<file path="config.mk">
export PLATFORM = sky130hd
export DESIGN_NAME = note_scheduler
export DESIGN_NICKNAME = d
export VERILOG_FILES = /design/src/rtl/note_scheduler.sv
export SDC_FILE = /design/constraint.sdc
export NUM_CORES = 1
export LEC_CHECK = 0
export ABC_CLOCK_PERIOD_IN_PS = 4600
export CORE_AREA = 2 2 196 198
export DETAILED_ROUTE_END_ITERATION = 12
export DIE_AREA = 0 0 198 200
export HOLD_SLACK_MARGIN = 0.03
export PLACE_DENSITY = 0.86
export SLEW_MARGIN = 40
export SYNTH_ARGS = -nofsm -noshare
export SYNTH_HDL_FRONTEND = slang
export SYNTH_SLANG_ARGS = --single-unit
</file>
<file path="constraint.sdc">
create_clock -name clk -period 4.6 [get_ports clk]
set_input_delay 0.46 -clock clk [delete_from_list [all_inputs] [get_ports clk]]
set_output_delay 0.46 -clock clk [all_outputs]
set_load 0.05 [all_outputs]
</file>
<file path="src/rtl/note_scheduler.sv">
// note_scheduler: timestamped note-event FIFO that issues due events to the lowest free note slot
module note_scheduler #(
  parameter int COUNT = 3,
  parameter int WIDTH = 2,
  parameter int DEPTH = 16
) (
  input  logic              clk,
  input  logic              Reset,
  input  logic              cpu_write,
  input  logic              cpu_read,
  input  logic [1:0]        cpu_addr,
  input  logic [31:0]       cpu_data_in,
  output logic [31:0]       cpu_data_out,
  input  logic              tick,
  input  logic [COUNT-1:0]  slot_active,
  output logic              note_write,
  output logic [WIDTH-1:0]  note_addr,
  output logic [31:0]       note_data,
  output logic              irq
);
  localparam int PW = $clog2(DEPTH);
  localparam int LW = PW + 1;
  typedef enum logic [1:0] {IDLE, ALLOC, ISSUE, HOLD} state_t;
  state_t            r_state, w_next;
  logic [31:0]       r_mem [DEPTH];
  logic [PW-1:0]     r_wp, r_rp;
  logic [LW-1:0]     r_level;
  logic [15:0]       r_time;
  logic              r_en, r_ovf;
  logic [1:0]        r_rst_sync;
  logic [WIDTH-1:0]  r_slot, w_free;
  logic              w_ev_wr, w_ctrl_wr, w_time_wr, w_flush, w_full, w_empty;
  logic              w_push, w_pop, w_due, w_found;
  logic [31:0]       w_head, w_status;
  logic signed [15:0] w_diff;
  assign w_ev_wr   = cpu_write && cpu_addr == 2'd0;
  assign w_ctrl_wr = cpu_write && cpu_addr == 2'd1;
  assign w_time_wr = cpu_write && cpu_addr == 2'd3;
  assign w_flush   = w_ctrl_wr && cpu_data_in[1];
  assign w_full    = r_level == LW'(DEPTH);
  assign w_empty   = r_level == '0;
  assign w_push    = w_ev_wr && !w_full && !w_flush;
  assign w_pop     = r_state == ISSUE && !w_flush;
  assign w_head    = r_mem[r_rp];
  assign w_diff    = $signed(r_time - w_head[31:16]);
  assign w_due     = w_diff >= 16'sd0;
  assign irq       = r_en && r_level <= LW'(DEPTH / 4);
  assign w_status  = {r_ovf, w_full, w_empty, 1'b0, r_state, {(26 - LW){1'b0}}, r_level};
  assign cpu_data_out = !cpu_read ? 32'h0 :
                        cpu_addr == 2'd1 ? {31'h0, r_en} :
                        cpu_addr == 2'd2 ? w_status :
                        cpu_addr == 2'd3 ? {16'h0, r_time} : 32'h0;
  // release of the async reset is re-timed so the FSM only starts after two clean edges
  always_ff @(posedge clk or negedge Reset)
    if (!Reset) r_rst_sync <= 2'b00;
    else r_rst_sync <= {r_rst_sync[0], 1'b1};
  // event storage; contents need no reset since level/pointers qualify them
  always_ff @(posedge clk)
    if (w_push) r_mem[r_wp] <= cpu_data_in;
  // FIFO pointers and occupancy; flush discards everything including a same-cycle push
  always_ff @(posedge clk or negedge Reset)
    if (!Reset) begin
      r_wp    <= '0;
      r_rp    <= '0;
      r_level <= '0;
    end else begin
      r_wp    <= w_flush ? '0 : r_wp + PW'(w_push);
      r_rp    <= w_flush ? '0 : r_rp + PW'(w_pop);
      r_level <= w_flush ? '0 : r_level + LW'(w_push) - LW'(w_pop);
    end
  // control registers and song time; a TIME write beats a simultaneous tick
  always_ff @(posedge clk or negedge Reset)
    if (!Reset) begin
      r_en   <= 1'b0;
      r_ovf  <= 1'b0;
      r_time <= '0;
    end else begin
      r_en   <= w_ctrl_wr ? cpu_data_in[0] : r_en;
      r_ovf  <= (r_ovf | (w_ev_wr & w_full)) & !(w_ctrl_wr & cpu_data_in[2]);
      r_time <= w_time_wr ? cpu_data_in[15:0] : r_time + 16'(tick);
    end
  // lowest-index idle slot
  always_comb begin
    w_found = 1'b0;
    w_free  = '0;
    for (int i = COUNT - 1; i >= 0; i--)
      if (!slot_active[i]) begin
        w_found = 1'b1;
        w_free  = WIDTH'(i);
      end
  end
  // FSM state and chosen slot
  always_ff @(posedge clk or negedge Reset)
    if (!Reset) begin
      r_state <= IDLE;
      r_slot  <= '0;
    end else begin
      r_state <= w_next;
      r_slot  <= (r_state == ALLOC && w_found) ? w_free : r_slot;
    end
  // next state and slot write port; flush overrides everything
  always_comb begin
    w_next     = r_state;
    note_write = w_pop;
    note_addr  = w_pop ? r_slot : '0;
    note_data  = w_pop ? {16'h0, w_head[15:0]} : 32'h0;
    case (r_state)
      IDLE:    w_next = (r_rst_sync[1] && r_en && !w_empty && w_due) ? ALLOC : IDLE;
      ALLOC:   w_next = !r_en ? IDLE : w_found ? ISSUE : ALLOC;
      ISSUE:   w_next = HOLD;
      default: w_next = IDLE;
    endcase
    if (w_flush) w_next = IDLE;
  end
endmodule

</file>
==> results_dict.tcl <==
set metrics [dict create \
    worstHoldPathType "reg2reg" \
    num_rows 71 \
    p_sw_frac 0.2837 \
    reg2reg_to "r_state[0]" \
    vias 11370 \
    drtPass1Iterations 5 \
    tns_ns 0 \
    cp_cell_sequence "buf_12, mux4_2, mux4_2, and3_1, clkdlybuf4s50_1" \
    numClockSinks 549 \
    hold_viol 0 \
    worst_ep_arrival_time_ns 3.74 \
    timing.critical_path.mode_cell "mux4_2" \
    layout_commonest_cell "edfxtp_1" \
    diodes 0 \
    pin_count 110 \
    cp-start-kind "flop" \
    grt_pass1_vias 11670 \
    synth_seq_cells 549 \
    setup.worst_path.class "reg2out" \
    ys_warn_count 0 \
    critical_path.slowest_cell "dfrtp_4" \
    min_to "r_rst_sync[1]" \
    io_buffers 82 \
    ys_seq_area_frac 0.7368 \
    postSynthAreaPerCell_um2 20.60 \
    status "finished, final reports clean" \
    cts_tree "yes" \
    syn_to_final_growth_pct 15.47 \
    cts_buffers 52 \
    internal_power_w 0.01009 \
    post-route-period-util 0.9136 \
    p_leak_nw 8.390 \
    combPwrFrac 0.256 \
    clockBufferDepth 3 \
    drc 0 \
    relSlewSlack 0.4281 \
    wirelength_um 51790 \
    tightest_slew_ns 0.8558 \
    maxCapViolCount 0 \
    rr_startpoint "r_rp[0]" \
    yosys.cell_types.count 41 \
    drive_gt1_frac 0.2435 \
    die_w_um 198 \
    fp.dieArea_um2 39600 \
    viasPerCell 6.491 \
    grt_max_degree 44 \
    crit_required_ns 4.14 \
    clkLatencyLatePin_ns 0.61 \
    hp-start "r_rst_sync[0]" \
    gp_congestion 0.8497 \
    crit_path_end_kind "primary output" \
    reg2regPathDepth 11 \
    ys.flop_type "edfxtp_1" \
    seqPwrFrac 0.427 \
    overflow 0 \
    drt-initial-drc-count 1331 \
    power.switching_w 0.003996 \
    rsz0062_at_grt "false" \
    h-tree-depth 2 \
    fp.coreArea_um2 37400 \
    syn_area_um2 22120 \
    drv_slew 0 \
    critPathMaxStageDelay_ns 0.73 \
    whs_ns 0.3615 \
    hpwl_um 28550 \
    skew_ns 0.03283 \
    clk_pin_slew_worst_paths_ns 0.07 \
    cts.repair.resized 0 \
    power_w 0.01409 \
    peakVddDrop_mv 0.2902 \
    setup_viol 0 \
    fmax_mhz 238.0 \
    start_util 0.5915 \
    clock-root-buffer "clkbuf_16" \
    rrSetupSlack_ns 0.60 \
    antenna_found_initial 2 \
    grt_pass1_wl_um 75860 \
    power.density_nw_per_um2 551.4 \
    fin_nets 1268 \
    p_clk_frac 0.318 \
    syn_inst 1074 \
    async_reset_ff_frac 0.06740 \
    grt_usage 0.2716 \
    die_h_um 200 \
    ant_nets 0 \
    synth_edf_count 512 \
    cp_max_fo 43 \
    final.min_clock_period_ns 4.202 \
    final_cell_mix "edfxtp_1, mux4_2, clkdlybuf4s50_1, clkbuf_16, nand2_1" \
    drt-wirelength-per-cell_um 29.58 \
    hold_depth 0 \
]
flip-flops by register name, indices dropped and copies added (netlist names):
register / cells
r_en: 1
r_level: 5
r_mem: 512
r_ovf: 1
r_rp: 4
r_rst_sync: 2
r_slot: 2
r_state: 2
r_time: 16
r_wp: 4
cell families after synthesis:
group / synth area share
adders and majority gates: 0.01731
and+or+nand+nor: 0.03371
other: 0.0003395
DFF: 0.7368
muxes: 0.1659
xor gates and xnor gates: 0.008710
AOI/OAI and AO/OA: 0.01205
buffers and inverters: 0.02517
power by group through the flow:
| stage | combinational (W) | clock (W) | sequential [W] |
|---|---|---|---|
| 3_5_place_dp | 0.00352 | 0 | 0.00610 |
| 4_1_cts | 0.00362 | 0.00452 | 0.00600 |
| 6_report | 0.00360 | 0.00448 | 0.00601 |
| 5_1_grt | 0.00382 | 0.00470 | 0.00603 |
| 3_3_place_gp | 0.00339 | 0 | 0.00608 |
| 2_1_floorplan | 0.00279 | 0 | 0.00586 |
stage by stage:
step                      instance area (um^2)    util  instances  worst slack [ns]
after CTS                                25550  0.6831       1751            0.3488
final                                    25550  0.6831       1751            0.3977
after detailed placement                 23760  0.6352       1652            0.7976
after global routing                     25550  0.6831       1751            0.2674
after global placement                   23750  0.6351       1652            0.9929
after floorplan                          22220       -       1100            0.3897
synth_stat cells, types with 12 or more instances:
library cell  number  share of area
a21oi_1           15         0.0034
and2_1            22         0.0062
and3_1            21         0.0059
buf_2             12         0.0027
buf_4             29         0.0098
clkbuf_1          28         0.0048
dfrtp_1           37          0.042
edfxtp_1         512           0.69
ha_1              29          0.016
inv_1             27         0.0046
mux4_2           157           0.16
nand2_1           34         0.0058
nand3_1           15         0.0034
nor2_1            34         0.0058
o21ai_0           15         0.0034
xnor2_1           13         0.0051
routing by layer:
metal,track usage,part of all wire,vias up
met5,0,0.00041,-
met4,0.1019,0.030,4
met3,0.04956,0.088,121
met2,0.4686,0.52,754
met1,0.3507,0.36,5932
li1,-,-,4554
worst max-delay path, delay by kind of cell (launching register included):
kind,cells,cell delay (ns)
flip-flops,1,0.73
AND/OR/NAND/NOR,1,0.20
buffers and inverters,2,1.08
multiplexers,2,1.09
layout make-up:
class                   count  area (um^2)
clock buffers              68         1423
fillers                  2146        11850
multi-input cells         446         5474
well taps                 511        639.4
inverters                  28        105.1
repair buffers            119         1236
clock inverters            30        359.1
flip-flops and latches    549        16310
worst max path at each step:
stage               startpoint           end  slack, ns
CTS                    r_rp[0]  note_data[0]       0.35
global route           r_rp[0]  note_data[0]       0.27
global placement       r_rp[0]    r_state[0]       0.99
detailed placement     r_rp[0]    r_state[0]       0.80
finish                 r_rp[0]  note_data[0]       0.40
floorplan           r_level[2]   r_mem[0][0]       0.39
timing repair:
item,CTS,global route
setup buffers,0,0
hold buffers,1,0
endpoints found under the hold margin,37,0
Power figures use the tool's default switching activity.
